**src/rtl/game_pkg.sv**
```systemverilog
// Shared game types: phase encodings, status codes, LFSR constants and phase-length helper.
// Latency: n/a (package only).
// Backpressure: n/a.
package game_pkg;

    typedef enum logic [2:0] {
        IDLE  = 3'd0,
        GREEN = 3'd1,
        RED   = 3'd2,
        WON   = 3'd3,
        LOST  = 3'd4
    } phase_t;

    localparam logic [3:0] STATUS_PLAYING = 4'd0;

    localparam int                LFSR_W    = 8;
    localparam logic [LFSR_W-1:0] LFSR_TAPS = 8'b1011_1000;

    function automatic logic [LFSR_W-1:0] lfsr_next(input logic [LFSR_W-1:0] v);
        return {v[LFSR_W-2:0], ^(v & LFSR_TAPS)};
    endfunction

    // Counter load value (length - 1) for the phase being entered.
    function automatic logic [4:0] phase_load(input logic [LFSR_W-1:0] v,
                                              input logic              to_green,
                                              input logic [4:0]        gmin,
                                              input logic [4:0]        rmin);
        if (to_green)
            return gmin + {2'b00, v[2:0]} - 5'd1;
        else
            return rmin + {3'b000, v[1:0]} - 5'd1;
    endfunction

endpackage

```
**src/rtl/lfsr8.sv**
```systemverilog
// 8-bit Fibonacci LFSR that advances one position per step pulse.
// Latency: new value visible the cycle after step.
// Backpressure: none; holds its value while step is low.
module lfsr8 import game_pkg::*; #(
    parameter logic [LFSR_W-1:0] SEED = 8'hA5
) (
    input  logic              clk,
    input  logic              rst,
    input  logic              step,
    output logic [LFSR_W-1:0] value
);

    always_ff @(posedge clk or negedge rst) begin
        if (!rst)
            value <= SEED;
        else if (step)
            value <= lfsr_next(value);
    end

endmodule

```
**src/rtl/game_referee.sv**
```systemverilog
// Round sequencer: random red/green phases, play enable, win/loss verdict; REFEREE_TIMEOUT_EN adds a round time limit.
// Latency: all outputs registered, one cycle after the causing input.
// Backpressure: none; tick is ignored outside GREEN/RED and start is ignored during play.
module game_referee import game_pkg::*; #(
    parameter logic [7:0] LFSR_SEED     = 8'hA5,
    parameter int         GREEN_MIN     = 4,
    parameter int         RED_MIN       = 2,
    parameter int         TIMEOUT_TICKS = 200
) (
    input  logic       clk,
    input  logic       rst,
    input  logic       tick,
    input  logic       start,
    input  logic [3:0] position,
    input  logic [3:0] max_steps,
    input  logic [3:0] status_code,
    output logic       red,
    output logic       win,
    output logic       lost,
    output logic       enable,
    output logic [2:0] phase
);

    localparam logic [4:0] GMIN = 5'(GREEN_MIN);
    localparam logic [4:0] RMIN = 5'(RED_MIN);

    phase_t      state;
    phase_t      nxt;
    logic [4:0]  cnt;
    logic [4:0]  cnt_nxt;
    logic        step;
    logic [7:0]  lfsr_val;
    logic        playing;
    logic        timeout_hit;

    assign playing = (state == GREEN) || (state == RED);

    lfsr8 #(.SEED(LFSR_SEED)) u_lfsr (
        .clk   (clk),
        .rst   (rst),
        .step  (step),
        .value (lfsr_val)
    );

`ifdef REFEREE_TIMEOUT_EN
    logic [8:0] round_cnt;

    always_ff @(posedge clk or negedge rst) begin
        if (!rst)
            round_cnt <= 9'd0;
        else if (!playing && start)
            round_cnt <= 9'd0;
        else if (playing && tick)
            round_cnt <= round_cnt + 9'd1;
    end

    // Fires on the tick that brings the round count up to the limit.
    assign timeout_hit = playing && tick && (round_cnt == 9'(TIMEOUT_TICKS - 1));
`else
    assign timeout_hit = (TIMEOUT_TICKS < 0);
`endif

    always_comb begin
        nxt     = state;
        cnt_nxt = cnt;
        step    = 1'b0;
        unique case (state)
            IDLE, WON, LOST: begin
                if (start) begin
                    nxt     = GREEN;
                    cnt_nxt = phase_load(lfsr_val, 1'b1, GMIN, RMIN);
                    step    = 1'b1;
                end
            end
            GREEN, RED: begin
                if (status_code != STATUS_PLAYING) begin
                    nxt = LOST;
                end else if ((position == max_steps) && (max_steps != 4'd0)) begin
                    nxt = WON;
                end else if (timeout_hit) begin
                    nxt = LOST;
                end else if (tick) begin
                    if (cnt == 5'd0) begin
                        nxt     = (state == GREEN) ? RED : GREEN;
                        cnt_nxt = phase_load(lfsr_val, state == RED, GMIN, RMIN);
                        step    = 1'b1;
                    end else begin
                        cnt_nxt = cnt - 5'd1;
                    end
                end
            end
            default: nxt = IDLE;
        endcase
    end

    // Outputs are decoded from the next state so they line up with the state register.
    always_ff @(posedge clk or negedge rst) begin
        if (!rst) begin
            state  <= IDLE;
            cnt    <= 5'd0;
            red    <= 1'b0;
            win    <= 1'b0;
            lost   <= 1'b0;
            enable <= 1'b0;
            phase  <= IDLE;
        end else begin
            state  <= nxt;
            cnt    <= cnt_nxt;
            red    <= (nxt == RED);
            win    <= (nxt == WON);
            lost   <= (nxt == LOST);
            enable <= (nxt == GREEN) || (nxt == RED);
            phase  <= nxt;
        end
    end

endmodule

```
**config.mk**
```make
export PLATFORM = sky130hd
export DESIGN_NAME = game_referee
export DESIGN_NICKNAME = d
export VERILOG_FILES = /design/src/rtl/game_pkg.sv /design/src/rtl/lfsr8.sv /design/src/rtl/game_referee.sv
export SDC_FILE = /design/constraint.sdc
export NUM_CORES = 1
export LEC_CHECK = 0
export CAP_MARGIN = 20
export CORE_ASPECT_RATIO = 0.9
export CORE_MARGIN = 1.5
export CORE_UTILIZATION = 51
export DETAILED_ROUTE_END_ITERATION = 8
export MAX_ROUTING_LAYER = met4
export PLACE_DENSITY = 0.86
export SLEW_MARGIN = 10
export SYNTH_ARGS = -nofsm -noshare
export SYNTH_HDL_FRONTEND = slang
export SYNTH_SLANG_ARGS = --single-unit
```
**constraint.sdc**
```tcl
create_clock -name clk -period 2.59 [get_ports clk]
set_input_delay 0.518 -clock clk [delete_from_list [all_inputs] [get_ports clk]]
set_output_delay 0.518 -clock clk [all_outputs]
set_load 0.1 [all_outputs]
```
==> flow_metrics.env <==
export IMPL_outcome="finished clean"
export IMPL_finalHoldViolCount=0
export IMPL_post_cts_buffers=0
export IMPL_synth_distinct_cells=44
export IMPL_place_ws_ns=-0.0319
export IMPL_rows=16
export IMPL_grt_busiest_layer="met2"
export IMPL_die_area_mm2=0.00280
export IMPL_cts_sinks=20
export IMPL_met2_usage_pct=36.5
export IMPL_crit_chain="clkdlybuf4s50_1, nor4_4, nor3b_1, o211ai_1, a2111oi_0, a221oi_1"
export IMPL_power_frac_seq_pct=40.9
export IMPL_grtUsageMet3_pct=7.22
export IMPL_synth_top_area_cell="dfrtp_1"
export IMPL_syn_inst=118
export IMPL_numCtsBuffers=3
export IMPL_post_drt_wl_per_cell_um=15.9
export IMPL_rsz0062_at_grt="false"
export IMPL_leakagePower_nw=0.658
export IMPL_rr_worst_depth=5
export IMPL_synth_cell_area_mm2=0.00127
export IMPL_synth_nets=138
export IMPL_yosysSeqAreaShare_pct=39.8
export IMPL_rr_startpoint="cnt[0]"
export IMPL_drt_iter0_markers=23
export IMPL_clock_fmax_ghz=0.430
export IMPL_postCtsHoldBufs=0
export IMPL_overflow=0
export IMPL_dieWidth_um=55.6
export IMPL_maxCapViolations=0
export IMPL_comb_power_share_pct=45.6
export IMPL_startpoint_type="input port"
export IMPL_synth_avg_cell_area_um2=10.8
export IMPL_drc=0
export IMPL_grt_pass1_wl_um=4620
export IMPL_slowest_stage="a2111oi_0"
export IMPL_nets=165
export IMPL_grt_max_degree=21
export IMPL_fin_setup_tns_ns=0
export IMPL_clk_pin_slew_ns=0.12
export IMPL_grt_pass1_vias=1061
export IMPL_cp_end_kind="flop"
export IMPL_portBuffers=22
export IMPL_setup_ws_ns=0.267
export IMPL_hpwl_um=2130
export IMPL_start_util_pct=56.1
export IMPL_period_share_pct=89.7
export IMPL_powerDensity_mw_per_mm2=874
export IMPL_ys_warn_count=0
export IMPL_p_sw_w=0.000532
export IMPL_cts_resized=0
export IMPL_root_buffer="clkbuf_4"
export IMPL_synthFlopType="dfrtp_1"
export IMPL_p_total_w=0.00135
export IMPL_area_growth_pct=22.0
export IMPL_yosys_area_top_type_share_pct=31.5
export IMPL_switching_share_pct=39.3
export IMPL_ys_top_cells_by_area="dfrtp_1 32%, dfstp_2 8.3%, xnor2_1 6.2%, o41ai_4 4.3%, ha_1 3.9%"
export IMPL_path_max_fanout=4
export IMPL_worstPathRequired_ns=2.78
export IMPL_pwr_share_clk_pct=13.6
export IMPL_first_pass_iters=4
export IMPL_drive_above_1_share_pct=22.9
export IMPL_wl_um=2720
export IMPL_num_antenna_cells=0
export IMPL_track_usage_pct=22.0
export IMPL_crit_start="status_code[3]"
export IMPL_fin_cells=171
export IMPL_worst_pin_slew_ns=0.433
export IMPL_slew_headroom_pct=70.4
export IMPL_clock_skew_ns=0.0151
export IMPL_cts_tree="done"
export IMPL_hold_path_class="in2async"
export IMPL_via_per_inst=6.13
export IMPL_vdd_drop_max_mv=0.565
export IMPL_clk_latency_ns=0.32
export IMPL_ios=23
export IMPL_core_area_mm2=0.00226
export IMPL_cts_buffer_depth=2
export IMPL_synth_seq_cells=20
export IMPL_use_met1_pct=25.1
export IMPL_hold_ws_ns=0.523
export IMPL_htreeDepth=1
export IMPL_slew_violations=0
export IMPL_gp_routability_congestion=0.843
export IMPL_antenna_found_initial=0
export IMPL_dp_cells=167
export IMPL_async_flop_share_pct=100
export IMPL_critPathArrivalTime_ns=2.51
export IMPL_synth_edff_count=0
export IMPL_setup_violations=0
export IMPL_slowest_delay_ns=0.51
export IMPL_ant_nets=0
export IMPL_vias=1048
export IMPL_path_class="in2reg"
export IMPL_die_h_um=50.3
export IMPL_period_minus_slack_ns=2.32
export IMPL_p_int_w=0.000821
-- flip-flops by register name, indices dropped and copies added, names as in the netlist --
register / count
win: 1
u_lfsr.value: 8
cnt: 5
red: 1
enable: 1
state: 3
lost: 1
-- cell families after synthesis --
family | share of synthesized area [%]
compound gates | 21.9
simple gates | 14.6
flops | 39.8
buf+inv | 4.24
xor+xnor | 6.90
mux | 8.67
fa+ha+maj | 3.94
-- cell usage in the layout, fill, tap and decap left out, types with 5 or more instances in the layout --
| master | instances |
|---|---|
| a21oi_1 | 5 |
| buf_4 | 11 |
| clkdlybuf4s50_1 | 15 |
| dfrtp_1 | 16 |
| inv_1 | 8 |
| nor2_1 | 6 |
| o21ai_0 | 8 |
| xnor2_1 | 9 |
-- final timing paths --
kind / end / slack [ns]
setup / recovery: cnt[0] / 0.27
hold / removal: state[1] / 0.52
setup reg to reg: u_lfsr.value[3] / 0.40
hold reg to reg: u_lfsr.value[7] / 0.53
max in group asynchronous: u_lfsr.value[2] / 1.78
min in group clk: u_lfsr.value[7] / 0.53
-- cells in the mapped netlist, drive strengths merged (2+ instances only) --
cell and instances:
dfrtp 16, o21ai 9, xnor2 9, inv 8, mux2 7, nor2 7, a21oi 5, dfstp 4
ha 4, nand2 4, buf 3, nand3 3, nor3 3, o211ai 3, o31ai 3, mux2i 2
nand4 2, nor3b 2, o21a 2, o41ai 2
-- worst max-delay path: cells and delay by family --
kind	cells	cell delay, ns
compound gates	3	0.83
buf+inv	1	0.45
simple gates	2	0.72
-- through the flow --
step / cell area (um^2) / utilization, %
4_1_cts: 1550 / 68.5
3_5_place_dp: 1510 / 66.9
2_1_floorplan: 1270 / -
6_report: 1550 / 68.5
5_1_grt: 1550 / 68.5
3_3_place_gp: 1510 / 66.9
-- power by group through the flow --
| stage | clock [W] | sequential [W] | combinational [W] |
|---|---|---|---|
| 2_1_floorplan | 0 | 0.000574 | 0.000419 |
| 3_3_place_gp | 0 | 0.000546 | 0.000582 |
| 3_5_place_dp | 0 | 0.000554 | 0.000613 |
| 4_1_cts | 0.000189 | 0.000551 | 0.000616 |
| 5_1_grt | 0.000198 | 0.000571 | 0.000679 |
| 6_report | 0.000183 | 0.000553 | 0.000617 |
-- routing by layer --
| metal | vias up | share of wire [%] |
|---|---|---|
| met2 | 33 | 48 |
| met3 | 5 | 5.9 |
| met5 | - | 0 |
| met1 | 518 | 45 |
| met4 | 0 | 1.1 |
| li1 | 492 | - |
-- layout make-up --
type / count / area, um^2
well taps: 27 / 33.8
multi-input cells: 86 / 711
flip-flops and latches: 20 / 505
clock buffers: 4 / 36.3
inverters: 8 / 30.0
fillers: 161 / 713
repair buffers: 26 / 233
Note: power is estimated with default switching activity, not from simulation.
